**config.mk**
```make
export PLATFORM = sky130hd
export DESIGN_NAME = mem_access_unit
export DESIGN_NICKNAME = d
export VERILOG_FILES = /design/src/rtl/isa_types.sv /design/src/rtl/mem_access_unit_lane_align.sv /design/src/rtl/mem_access_unit.sv
export SDC_FILE = /design/constraint.sdc
export NUM_CORES = 1
export LEC_CHECK = 0
export CAP_MARGIN = 40
export CORE_ASPECT_RATIO = 1.4
export CORE_MARGIN = 4
export CORE_UTILIZATION = 47
export CTS_CLUSTER_DIAMETER = 30
export DETAILED_ROUTE_END_ITERATION = 16
export GPL_ROUTABILITY_DRIVEN = 0
export PLACE_DENSITY = 0.8
export SYNTH_ARGS = -nofsm -noshare
export SYNTH_HDL_FRONTEND = slang
export SYNTH_SLANG_ARGS = --single-unit
```
**constraint.sdc**
```tcl
create_clock -name clk -period 3.11 [get_ports clk]
set_input_delay 0.4665 -clock clk [delete_from_list [all_inputs] [get_ports clk]]
set_output_delay 0.4665 -clock clk [all_outputs]
set_load 0.005 [all_outputs]
```
**src/rtl/isa_types.sv**
```systemverilog
// Shared ISA-level types for the hart datapath and the load/store unit.
// Latency: n/a (types and pure functions only).
// Backpressure: n/a.
package isa_types;

  localparam int XLEN   = 32;
  localparam int STRB_W = XLEN / 8;

  // Access size of a load or store.
  typedef enum logic [1:0] {
    WIDTH_BYTE = 2'd0,
    WIDTH_HALF = 2'd1,
    WIDTH_WORD = 2'd2
  } write_width_t;

  // Load/store unit sequencing.
  typedef enum logic [1:0] {
    LSU_IDLE     = 2'd0,
    LSU_ISSUE    = 2'd1,
    LSU_WAIT_RSP = 2'd2,
    LSU_RESP     = 2'd3
  } lsu_state_t;

  // One word-aligned data memory transaction.
  typedef struct packed {
    logic [XLEN-1:0]   addr;
    logic              we;
    logic [STRB_W-1:0] wstrb;
    logic [XLEN-1:0]   wdata;
  } mem_req_t;

  // Halfwords need an even address, words a 4-byte aligned one. The unused
  // encoding is treated like a word so it can never slip through unaligned.
  function automatic logic is_misaligned(write_width_t width, logic [1:0] offset);
    case (width)
      WIDTH_BYTE: return 1'b0;
      WIDTH_HALF: return offset[0];
      default:    return (offset != 2'b00);
    endcase
  endfunction

endpackage

```
**src/rtl/mem_access_unit_lane_align.sv**
```systemverilog
// Byte-lane steering: store strobes/data shift, load lane extract and extension.
// Latency: purely combinational.
// Backpressure: none (no state).
module ls_lane_align
  import isa_types::*;
#(
  parameter int XLEN   = isa_types::XLEN,
  parameter int STRB_W = XLEN / 8
) (
  input  write_width_t      width,
  input  logic [1:0]        offset,
  input  logic              is_unsigned,
  input  logic [XLEN-1:0]   wdata,
  input  logic [XLEN-1:0]   rdata,
  output logic [STRB_W-1:0] wstrb,
  output logic [XLEN-1:0]   wdata_shifted,
  output logic [XLEN-1:0]   rdata_ext
);

  logic [4:0]      shamt;
  logic [XLEN-1:0] lane;

  assign shamt         = {offset, 3'b000};
  assign wdata_shifted = wdata << shamt;
  assign lane          = rdata >> shamt;

  // Strobes cover the bytes the store touches within the word.
  always_comb begin
    wstrb = '0;
    case (width)
      WIDTH_BYTE: wstrb = {{(STRB_W-1){1'b0}}, 1'b1} << offset;
      WIDTH_HALF: wstrb = {{(STRB_W-2){1'b0}}, 2'b11} << offset;
      default:    wstrb = '1;
    endcase
  end

  // Truncate the extracted lane to the access size, then extend; words ignore is_unsigned.
  always_comb begin
    rdata_ext = lane;
    case (width)
      WIDTH_BYTE: rdata_ext = is_unsigned ? {{(XLEN-8){1'b0}}, lane[7:0]}
                                          : {{(XLEN-8){lane[7]}}, lane[7:0]};
      WIDTH_HALF: rdata_ext = is_unsigned ? {{(XLEN-16){1'b0}}, lane[15:0]}
                                          : {{(XLEN-16){lane[15]}}, lane[15:0]};
      default:    rdata_ext = lane;
    endcase
  end

endmodule

```
**src/rtl/mem_access_unit.sv**
```systemverilog
// Load/store stage: one request at a time -> aligned memory transaction -> completion.
// Latency: misaligned 1 cycle, store 2 cycles, load 3 cycles (zero-wait memory).
// Backpressure: req_ready only in IDLE; mem_* held until mem_req_ready; resp held until resp_ready.
module mem_access_unit
  import isa_types::*;
#(
  parameter int XLEN   = isa_types::XLEN,
  parameter int STRB_W = XLEN / 8
) (
  input  logic              clk,
  input  logic              reset_n,
  input  logic              req_valid,
  output logic              req_ready,
  input  logic              req_is_store,
  input  write_width_t      req_width,
  input  logic              req_unsigned,
  input  logic [XLEN-1:0]   req_addr,
  input  logic [XLEN-1:0]   req_wdata,
  output logic              resp_valid,
  input  logic              resp_ready,
  output logic [XLEN-1:0]   resp_rdata,
  output logic              resp_misaligned,
  output logic              mem_req_valid,
  input  logic              mem_req_ready,
  output logic [XLEN-1:0]   mem_addr,
  output logic              mem_we,
  output logic [STRB_W-1:0] mem_wstrb,
  output logic [XLEN-1:0]   mem_wdata,
  input  logic              mem_rsp_valid,
  input  logic [XLEN-1:0]   mem_rdata
);

  lsu_state_t      state_q, state_d;
  logic            req_ready_q, req_ready_d;
  logic            resp_valid_q, resp_valid_d;
  logic [XLEN-1:0] resp_rdata_q, resp_rdata_d;
  logic            resp_misaligned_q, resp_misaligned_d;
  logic            mem_req_valid_q, mem_req_valid_d;
  mem_req_t        mem_req_q, mem_req_d;

  // Captured request fields
  logic            is_store_q, is_store_d;
  write_width_t    width_q, width_d;
  logic            unsigned_q, unsigned_d;
  logic [XLEN-1:0] addr_q, addr_d;
  logic [XLEN-1:0] wdata_q, wdata_d;

  // One aligner serves both paths: in IDLE it shapes the incoming store,
  // afterwards it sees the captured request to extend the returning load.
  write_width_t      al_width;
  logic [1:0]        al_offset;
  logic              al_unsigned;
  logic [XLEN-1:0]   al_wdata;
  logic [STRB_W-1:0] al_wstrb_o;
  logic [XLEN-1:0]   al_wdata_o;
  logic [XLEN-1:0]   al_rdata_o;
  logic              in_idle;

  assign in_idle     = (state_q == LSU_IDLE);
  assign al_width    = in_idle ? req_width       : width_q;
  assign al_offset   = in_idle ? req_addr[1:0]   : addr_q[1:0];
  assign al_unsigned = in_idle ? req_unsigned    : unsigned_q;
  assign al_wdata    = in_idle ? req_wdata       : wdata_q;

  ls_lane_align #(.XLEN(XLEN), .STRB_W(STRB_W)) u_align (
    .width         (al_width),
    .offset        (al_offset),
    .is_unsigned   (al_unsigned),
    .wdata         (al_wdata),
    .rdata         (mem_rdata),
    .wstrb         (al_wstrb_o),
    .wdata_shifted (al_wdata_o),
    .rdata_ext     (al_rdata_o)
  );

  // Next-state and registered-output logic for the request sequencer.
  always_comb begin
    state_d           = state_q;
    req_ready_d       = req_ready_q;
    resp_valid_d      = resp_valid_q;
    resp_rdata_d      = resp_rdata_q;
    resp_misaligned_d = resp_misaligned_q;
    mem_req_valid_d   = mem_req_valid_q;
    mem_req_d         = mem_req_q;
    is_store_d        = is_store_q;
    width_d           = width_q;
    unsigned_d        = unsigned_q;
    addr_d            = addr_q;
    wdata_d           = wdata_q;

    case (state_q)
      LSU_IDLE: begin
        if (req_valid) begin
          is_store_d   = req_is_store;
          width_d      = req_width;
          unsigned_d   = req_unsigned;
          addr_d       = req_addr;
          wdata_d      = req_wdata;
          req_ready_d  = 1'b0;
          resp_rdata_d = '0;
          if (is_misaligned(req_width, req_addr[1:0])) begin
            // Faults never reach memory.
            resp_valid_d      = 1'b1;
            resp_misaligned_d = 1'b1;
            state_d           = LSU_RESP;
          end else begin
            resp_misaligned_d = 1'b0;
            mem_req_valid_d   = 1'b1;
            mem_req_d.addr    = {req_addr[XLEN-1:2], 2'b00};
            mem_req_d.we      = req_is_store;
            mem_req_d.wstrb   = req_is_store ? al_wstrb_o : '0;
            mem_req_d.wdata   = req_is_store ? al_wdata_o : '0;
            state_d           = LSU_ISSUE;
          end
        end
      end
      LSU_ISSUE: begin
        if (mem_req_ready) begin
          mem_req_valid_d = 1'b0;
          mem_req_d       = '0;
          if (is_store_q) begin
            resp_valid_d = 1'b1;
            state_d      = LSU_RESP;
          end else begin
            state_d      = LSU_WAIT_RSP;
          end
        end
      end
      LSU_WAIT_RSP: begin
        if (mem_rsp_valid) begin
          resp_rdata_d = al_rdata_o;
          resp_valid_d = 1'b1;
          state_d      = LSU_RESP;
        end
      end
      default: begin
        if (resp_ready) begin
          resp_valid_d      = 1'b0;
          resp_rdata_d      = '0;
          resp_misaligned_d = 1'b0;
          req_ready_d       = 1'b1;
          state_d           = LSU_IDLE;
        end
      end
    endcase
  end

  // State and output registers; reset abandons any transaction in flight.
  always_ff @(posedge clk or negedge reset_n) begin
    if (!reset_n) begin
      state_q           <= LSU_IDLE;
      req_ready_q       <= 1'b1;
      resp_valid_q      <= 1'b0;
      resp_rdata_q      <= '0;
      resp_misaligned_q <= 1'b0;
      mem_req_valid_q   <= 1'b0;
      mem_req_q         <= '0;
      is_store_q        <= 1'b0;
      width_q           <= WIDTH_BYTE;
      unsigned_q        <= 1'b0;
      addr_q            <= '0;
      wdata_q           <= '0;
    end else begin
      state_q           <= state_d;
      req_ready_q       <= req_ready_d;
      resp_valid_q      <= resp_valid_d;
      resp_rdata_q      <= resp_rdata_d;
      resp_misaligned_q <= resp_misaligned_d;
      mem_req_valid_q   <= mem_req_valid_d;
      mem_req_q         <= mem_req_d;
      is_store_q        <= is_store_d;
      width_q           <= width_d;
      unsigned_q        <= unsigned_d;
      addr_q            <= addr_d;
      wdata_q           <= wdata_d;
    end
  end

  assign req_ready       = req_ready_q;
  assign resp_valid      = resp_valid_q;
  assign resp_rdata      = resp_rdata_q;
  assign resp_misaligned = resp_misaligned_q;
  assign mem_req_valid   = mem_req_valid_q;
  assign mem_addr        = mem_req_q.addr;
  assign mem_we          = mem_req_q.we;
  assign mem_wstrb       = mem_req_q.wstrb;
  assign mem_wdata       = mem_req_q.wdata;

endmodule

```
==> results of run 1 <==
worst register-to-register path: cells and delay by family, from the launching register on:
kind	cells	cell delay (ps)
AO/OA/AOI/OAI	3	610
adder cells (fa/ha/maj)	1	530
buffers and inverters	2	420
flip-flops	1	420
multiplexers	2	810
registers in the layout (all words and copies together) (netlist names), 2 cells and up:
register	flops
addr_q	2
mem_addr	30
mem_wdata	32
mem_wstrb	4
resp_rdata	32
state_q	2
wdata_q	24
width_q	2
what timing repair did:
item,CTS,global route
gates resized for setup,0,1
buffers inserted,0,0
setup endpoints to repair,0,3
cells by family after synthesis:
logic type,count (synthesis)
buffers and inverters,57
AOI/OAI and AO/OA,195
adders and majority gates,5
DFF,135
other,1
and+or+nand+nor,178
muxes,94
placed cells by master, fill, tap and decap left out, types with 2 or more instances in the layout:
cell type          n
o31ai_2            8
clkinvlp_4         3
buf_6              2
o21ai_0           66
a21oi_1           38
nor2_1            21
a32o_1             2
clkinv_4           2
inv_1              7
dfrtp_1          134
nand3_1            4
a22o_1            25
nor2b_1           12
a31oi_1            2
buf_2              2
clkbuf_16         17
a21o_1             8
mux2i_1           40
buf_12             2
a211oi_1          12
mux4_2             8
buf_4             21
clkinv_2           3
inv_6              3
ha_1               4
o22ai_1            8
bufinv_16          4
clkdlybuf4s50_1  206
nand2b_1          35
mux2_2            44
o31ai_1            7
nand2_1           95
conb_1             2
a221oi_1           7
nor3_1             4
where the power goes:
part	total [W]	switching (W)	internal [W]	leakage, nW
combinational	0.00524	0.00273	0.00250	2.25
clock	0.00213	0.000783	0.00135	0.300
sequential	0.00295	0.000479	0.00247	1.75
total	0.0103	0.00400	0.00632	4.29
how the worst max path moves through the flow:
| stage | startpoint | to | slack [ps] |
|---|---|---|---|
| CTS | state_q[1]$_DFFE_PN0P_ | resp_rdata[23]$_DFFE_PN0P_ | 200 |
| finish | state_q[1]$_DFFE_PN0P_ | resp_rdata[23]$_DFFE_PN0P_ | 200 |
| floorplan | state_q[0]$_DFFE_PN0P_ | resp_rdata[23]$_DFFE_PN0P_ | 770 |
| detailed placement | req_addr[1] | mem_addr[12]$_DFFE_PN0P_ | 200 |
| global placement | req_addr[1] | mem_addr[26]$_DFFE_PN0P_ | 330 |
| global route | state_q[1]$_DFFE_PN0P_ | resp_rdata[23]$_DFFE_PN0P_ | 40 |
stage by stage:
step,utilization,setup slack (ps),total power [W],hold slack [ps],std cells
2_1_floorplan,-,767,0.00595,171,666
3_3_place_gp,0.639,326,0.00795,456,1037
3_5_place_dp,0.639,205,0.00817,463,1038
4_1_cts,0.682,205,0.0103,16.5,1070
5_1_grt,0.683,35.2,0.0110,34.9,1070
6_report,0.683,201,0.0103,-0.499,1070
area by class of cell:
type	instances	area, um^2	area share
clock inverters	15	201	0.0203
multi-input cells	474	3340	0.338
flip-flops and latches	135	3380	0.341
well taps	189	236	0.0239
inverters	7	26.3	0.00265
clock buffers	17	425	0.0430
repair buffers	233	2290	0.231
metal layers:
layer	wire, um	track usage	vias to the layer above
met5	0	0	-
met4	950	0.117	0
met3	1390	0.0565	57
met2	11100	0.440	279
met1	7800	0.285	3007
li1	-	-	2793
==> impl_results.md, run 1 <==
* Fmax at 344 MHz
* Root buf cell: clkbuf_16
* Final setup viols at 0
* Final Cell Area at 9900 um^2
* Synth Flop Type: dfrtp_1
* Clock Skew at 5.85 ps
* Cells along the critical path: inv_1 -> ha_2 -> mux2i_4 -> mux2i_1 -> a22oi_2 -> a221oi_2 -> buf_4 -> o21ai_0
* Area leader, netlist: dfrtp_1
* Crit end category: flop
* First-pass GRT wire length at 33600 um
* Buffers on Ports at 208
* RR Startpoint: state_q[1]$_DFFE_PN0P_
* Complex-gate fraction of the synthesized area at 0.190
* Hold Crit Class: input port to async pin
* Synth top area cells: dfrtp_1, mux2_2, mux2i_1
* MaxCap Viol Count at 0
* Mux contribution to synthesized area at 0.158
* Worst EP arrival at 3200 ps
* Delay-heaviest family, CP: multiplexers
* Vias in the first global route at 6305
* Simple-Gate Fraction of Synth Area at 0.118
* Synthesis warning total at 0
* Period utilization at 0.935
* Synth Cell Area at 6950 um^2
* WP depth at 8
* DR iter-0 viols at 377
* Antenna violations before repair at 0
* Critical Path Max Stage Delay at 530 ps
* Post-layout minimum cycle time at 2910 ps
* Wire length per cell at 19.9 um
* Buffers & Inverters on Critical Path at 2
* Clk sinks at 135
* Asr flop ratio synth at 1.00
* Die height at 152 um
* Rows at 52
* Nets at 979
* Worst Max-Slew Pin Slew at 671 ps
* Reg-to-reg slack, setup at 200 ps
* Hold WS at -0.499 ps
* Total track usage at 0.249
* Largest net degree at the start of global routing at 81
* Global route overflow at 0
* Rel. slew slack at 0.552
* Post-route DRC violation count at 0
* Max Slew Vio Count at 0
* # fillers at 1090
* Worst Setup Start Kind: flop
* Max IR drop VDD at 0.663 mV
* Mapped Cells at 665
* Failing checks: hold timing
* Crit Path Max Fanout at 21
* Main combinational cell family by area after synthesis: compound AO/OA/AOI/OAI gates
* Core region area at 14500 um^2
* Seq/Total Area, Yosys at 0.486
* Final hold vios at 1
* Vias per inst at 5.73
* DP Area at 9270 um^2
* Die width at 111 um
* Leak pwr at 4.29 nW
* Top-count cell post-synth: dfrtp_1
* RSZ-0062 raised after global routing: false
* Hold-fix buffers at CTS at 0
* Worst-path cell with the longest stage delay: ha_2
* Post-synth cell types at 50
* Clock Latency Late Sink at 420 ps
* Syn avg cell area at 10.4 um^2
* Post-DP HPWL at 15600 um
* Fraction of layout cells with a size suffix above 1 at 0.149
* Setup TNS at 0 ps
* Clock Path Buffers at 2
* Crit Reg-Reg Endpoint: resp_rdata[23]$_DFFE_PN0P_
* WP data required at 3400 ps
* Area share of the largest cell type after synthesis at 0.483
* Initial Util at 0.479
* Antenna Violating Nets Remaining at 0
* R2r worst-path depth at 8
* Pwr/cell area at 1040 nW/um^2
* Synth Area in Adders at 0.00901
* Post-synthesis xor/xnor area fraction at 0
* Total Wirelength at 21200 um
* H-tree lvl count at 4
* Ant diodes at 0
* DR pass1 iterations at 7
* CTS tree: built
* Post-synth EDFFs at 0
* P&R area growth vs syn at 42.6%
* Clock transition at path regs at 60 ps
* IO Count at 211
* Status: finished, violations left
* Crit Path Class: flop to flop
* Yosys reg bits at 135
* Die area at 16800 um^2
* CTS Buf Count at 17
* Vias at 6136
* Synth cell count leaders: dfrtp_1, nand2_1, o21ai_0
Power figures use the tool's default switching activity.
==> inputs of run 2 (changes only) <==
--- a/config.mk
+++ b/config.mk
@@ -6,7 +6,7 @@
 export NUM_CORES = 1
 export LEC_CHECK = 0
 export CAP_MARGIN = 40
-export CORE_ASPECT_RATIO = 1.4
+export CORE_ASPECT_RATIO = 1.5
 export CORE_MARGIN = 4
 export CORE_UTILIZATION = 47
 export CTS_CLUSTER_DIAMETER = 30
==> impl_results.md, run 2 (synthesis gave the netlist of run 1 again) <==
* Status: completed
* MaxCap Viol Count at 0 (unchanged)
* Max Slew Vio Count at 0 (unchanged)
* R2r worst-path depth at 7 (-1)
* Post-route DRC violation count at 0 (unchanged)
* Vias per inst at 5.66 (-1.4%)
* Ant diodes at 0 (unchanged)
* Fmax at 365 MHz (+6.2%)
* DR iter-0 viols at 251 (-33%)
* Hold-fix buffers at CTS at 0 (unchanged)
* Cell mode on critical path: buf_4
* CP Launch Point: state_q[0]$_DFFE_PN0P_
* Final hold vios at 0 (-1)
* DP Area at 9240 um^2 (-0.34%)
* Initial Util at 0.478 (-0.000577)
* Crit end category: flop
* Total track usage at 0.251 (+0.00241)
* DR pass1 iterations at 5 (-2)
* Post-DP HPWL at 15600 um (-0.49%)
* Clk sinks at 135 (unchanged)
* Die height at 157 um (+3.3%)
* Final setup viols at 0 (unchanged)
* RR Startpoint: state_q[0]$_DFFE_PN0P_
* Clock Skew at 9.25 ps (+3.40 ps)
* P&R area growth vs syn at 42.0%
* Setup Fix Bufs, Post-CTS at 0 (unchanged)
* Largest net degree at the start of global routing at 74 (-8.6%)
* Pwr/cell area at 1040 nW/um^2 (-0.26%)
* Critical Path Max Stage Delay at 530 ps (about the same)
* Buffers on Ports at 208 (unchanged)
* Final Cell Area at 9860 um^2 (-0.42%)
* Die area at 16800 um^2 (about the same)
* Hold Crit Class: input port to async pin
* Root buf cell: clkbuf_16
* Rows at 54 (+3.8%)
* Global route overflow at 0 (unchanged)
* Non-Filler Instances at 1072 (+0.19%)
* Cells along the critical path: inv_1 -> ha_2 -> buf_4 -> nand3_1 -> o2111ai_4 -> buf_4 -> o21ai_0
* Worst Setup EP: mem_addr[23]$_DFFE_PN0P_
* Reg-to-reg slack, setup at 370 ps (+170 ps)
* IO Count at 211 (unchanged)
* Wire length per cell at 19.7 um (-0.80%)
* Post-layout minimum cycle time at 2740 ps (-169 ps)
* Worst-path cell with the longest stage delay: buf_4
* Hold WS at 52.3 ps (+52.8 ps)
* Crit Path Max Fanout at 73 (+250%)
* Setup TNS at 0 ps (unchanged)
* Post-CTS Resized at 0 (unchanged)
* Clock Path Buffers at 2 (unchanged)
* Die width at 107 um (-3.1%)
* Commonest non-fill, non-tap cell in the layout: clkdlybuf4s50_1
* Core region area at 14500 um^2 (+0.12%)
* Crit Reg-Reg Endpoint: mem_addr[23]$_DFFE_PN0P_
* Period utilization at 0.881 (-0.0542)
* Worst EP arrival at 2980 ps (-220 ps)
* RSZ-0062 raised after global routing: false
* Most frequent cells in the layout: clkdlybuf4s50_1, dfrtp_1, nand2_1
* First-pass GRT wire length at 32800 um (-2.3%)
* WP data required at 3350 ps (-50 ps)
* Vias at 6064 (-1.2%)
* Clock transition at path regs at 60 ps (about the same)
* Placed cell count at 1041 (+0.29%)
* CTS Buf Count at 17 (unchanged)
* Leak pwr at 4.26 nW (-0.80%)
* Antenna Violating Nets Remaining at 0 (unchanged)
* H-tree lvl count at 4 (unchanged)
* Worst Setup Start Kind: flop
* Vias in the first global route at 6223 (-1.3%)
* Antenna violations before repair at 0 (unchanged)
* CTS tree: built
* Total Wirelength at 21100 um (-0.61%)
* Worst Max-Slew Pin Slew at 811 ps (+140 ps)
* Nets at 975 (-0.41%)
* Max IR drop VDD at 0.577 mV (-13%)
* Clock Latency Late Sink at 400 ps (-20 ps)
* Crit Path Class: flop to flop
* Fraction of layout cells with a size suffix above 1 at 0.143 (-0.00600)
* Rel. slew slack at 0.451 (-0.101)
run 2: metal layers:
layer / up-vias / track usage / share of wire
met4: 0 / 0.116 / 0.038
met1: 2970 / 0.274 / 0.36
met2: 261 / 0.467 / 0.55
met3: 49 / 0.0468 / 0.055
li1: 2784 / - / -
met5: - / 0 / 0
run 2: layout make-up:
cell class                 instances  area [um^2]
timing repair buffer             229         2250
clock buffer                      19          443
inverter                           7         26.3
multi-input combinational        474         3340
tap                              196          245
clock inverter                    12          178
fill                            1099         4660
sequential                       135         3380
run 2: worst min-delay path by stage:
stage | startpoint | slack (ps) | cells past startpoint | to
2_1_floorplan | reset_n | 170 | 0 | addr_q[0]$_DFFE_PN0P_
3_3_place_gp | mem_addr[19]$_DFFE_PN0P_ | 460 | 2 | mem_addr[19]$_DFFE_PN0P_
3_5_place_dp | resp_rdata[7]$_DFFE_PN0P_ | 460 | 2 | resp_rdata[7]$_DFFE_PN0P_
4_1_cts | reset_n | 70 | 1 | resp_rdata[3]$_DFFE_PN0P_
5_1_grt | reset_n | 80 | 1 | mem_addr[25]$_DFFE_PN0P_
6_report | reset_n | 50 | 1 | mem_addr[25]$_DFFE_PN0P_
run 2: through the flow:
step | util | worst slack (ps) | power [W]
final | 0.679 | 369 | 0.0102
after global routing | 0.679 | 166 | 0.0109
after global placement | 0.636 | 539 | 0.00793
after CTS | 0.679 | 388 | 0.0103
after detailed placement | 0.636 | 394 | 0.00813
after floorplan | - | 767 | 0.00595
run 2: worst max-delay path, delay by kind of cell, from the launching register on:
kind | cells | cell delay, ps
compound gates | 2 | 430
buf+inv | 3 | 1090
flops | 1 | 410
simple gates | 1 | 280
fa+ha+maj | 1 | 330
run 2: power breakdown:
part | internal (W) | switching [W] | leakage, nW | total, W
Sequential | 0.00247 | 0.000447 | 1.75 | 0.00292
Combinational | 0.00244 | 0.00277 | 2.22 | 0.00521
Clock | 0.00136 | 0.000757 | 0.291 | 0.00212
Total | 0.00627 | 0.00398 | 4.26 | 0.0102
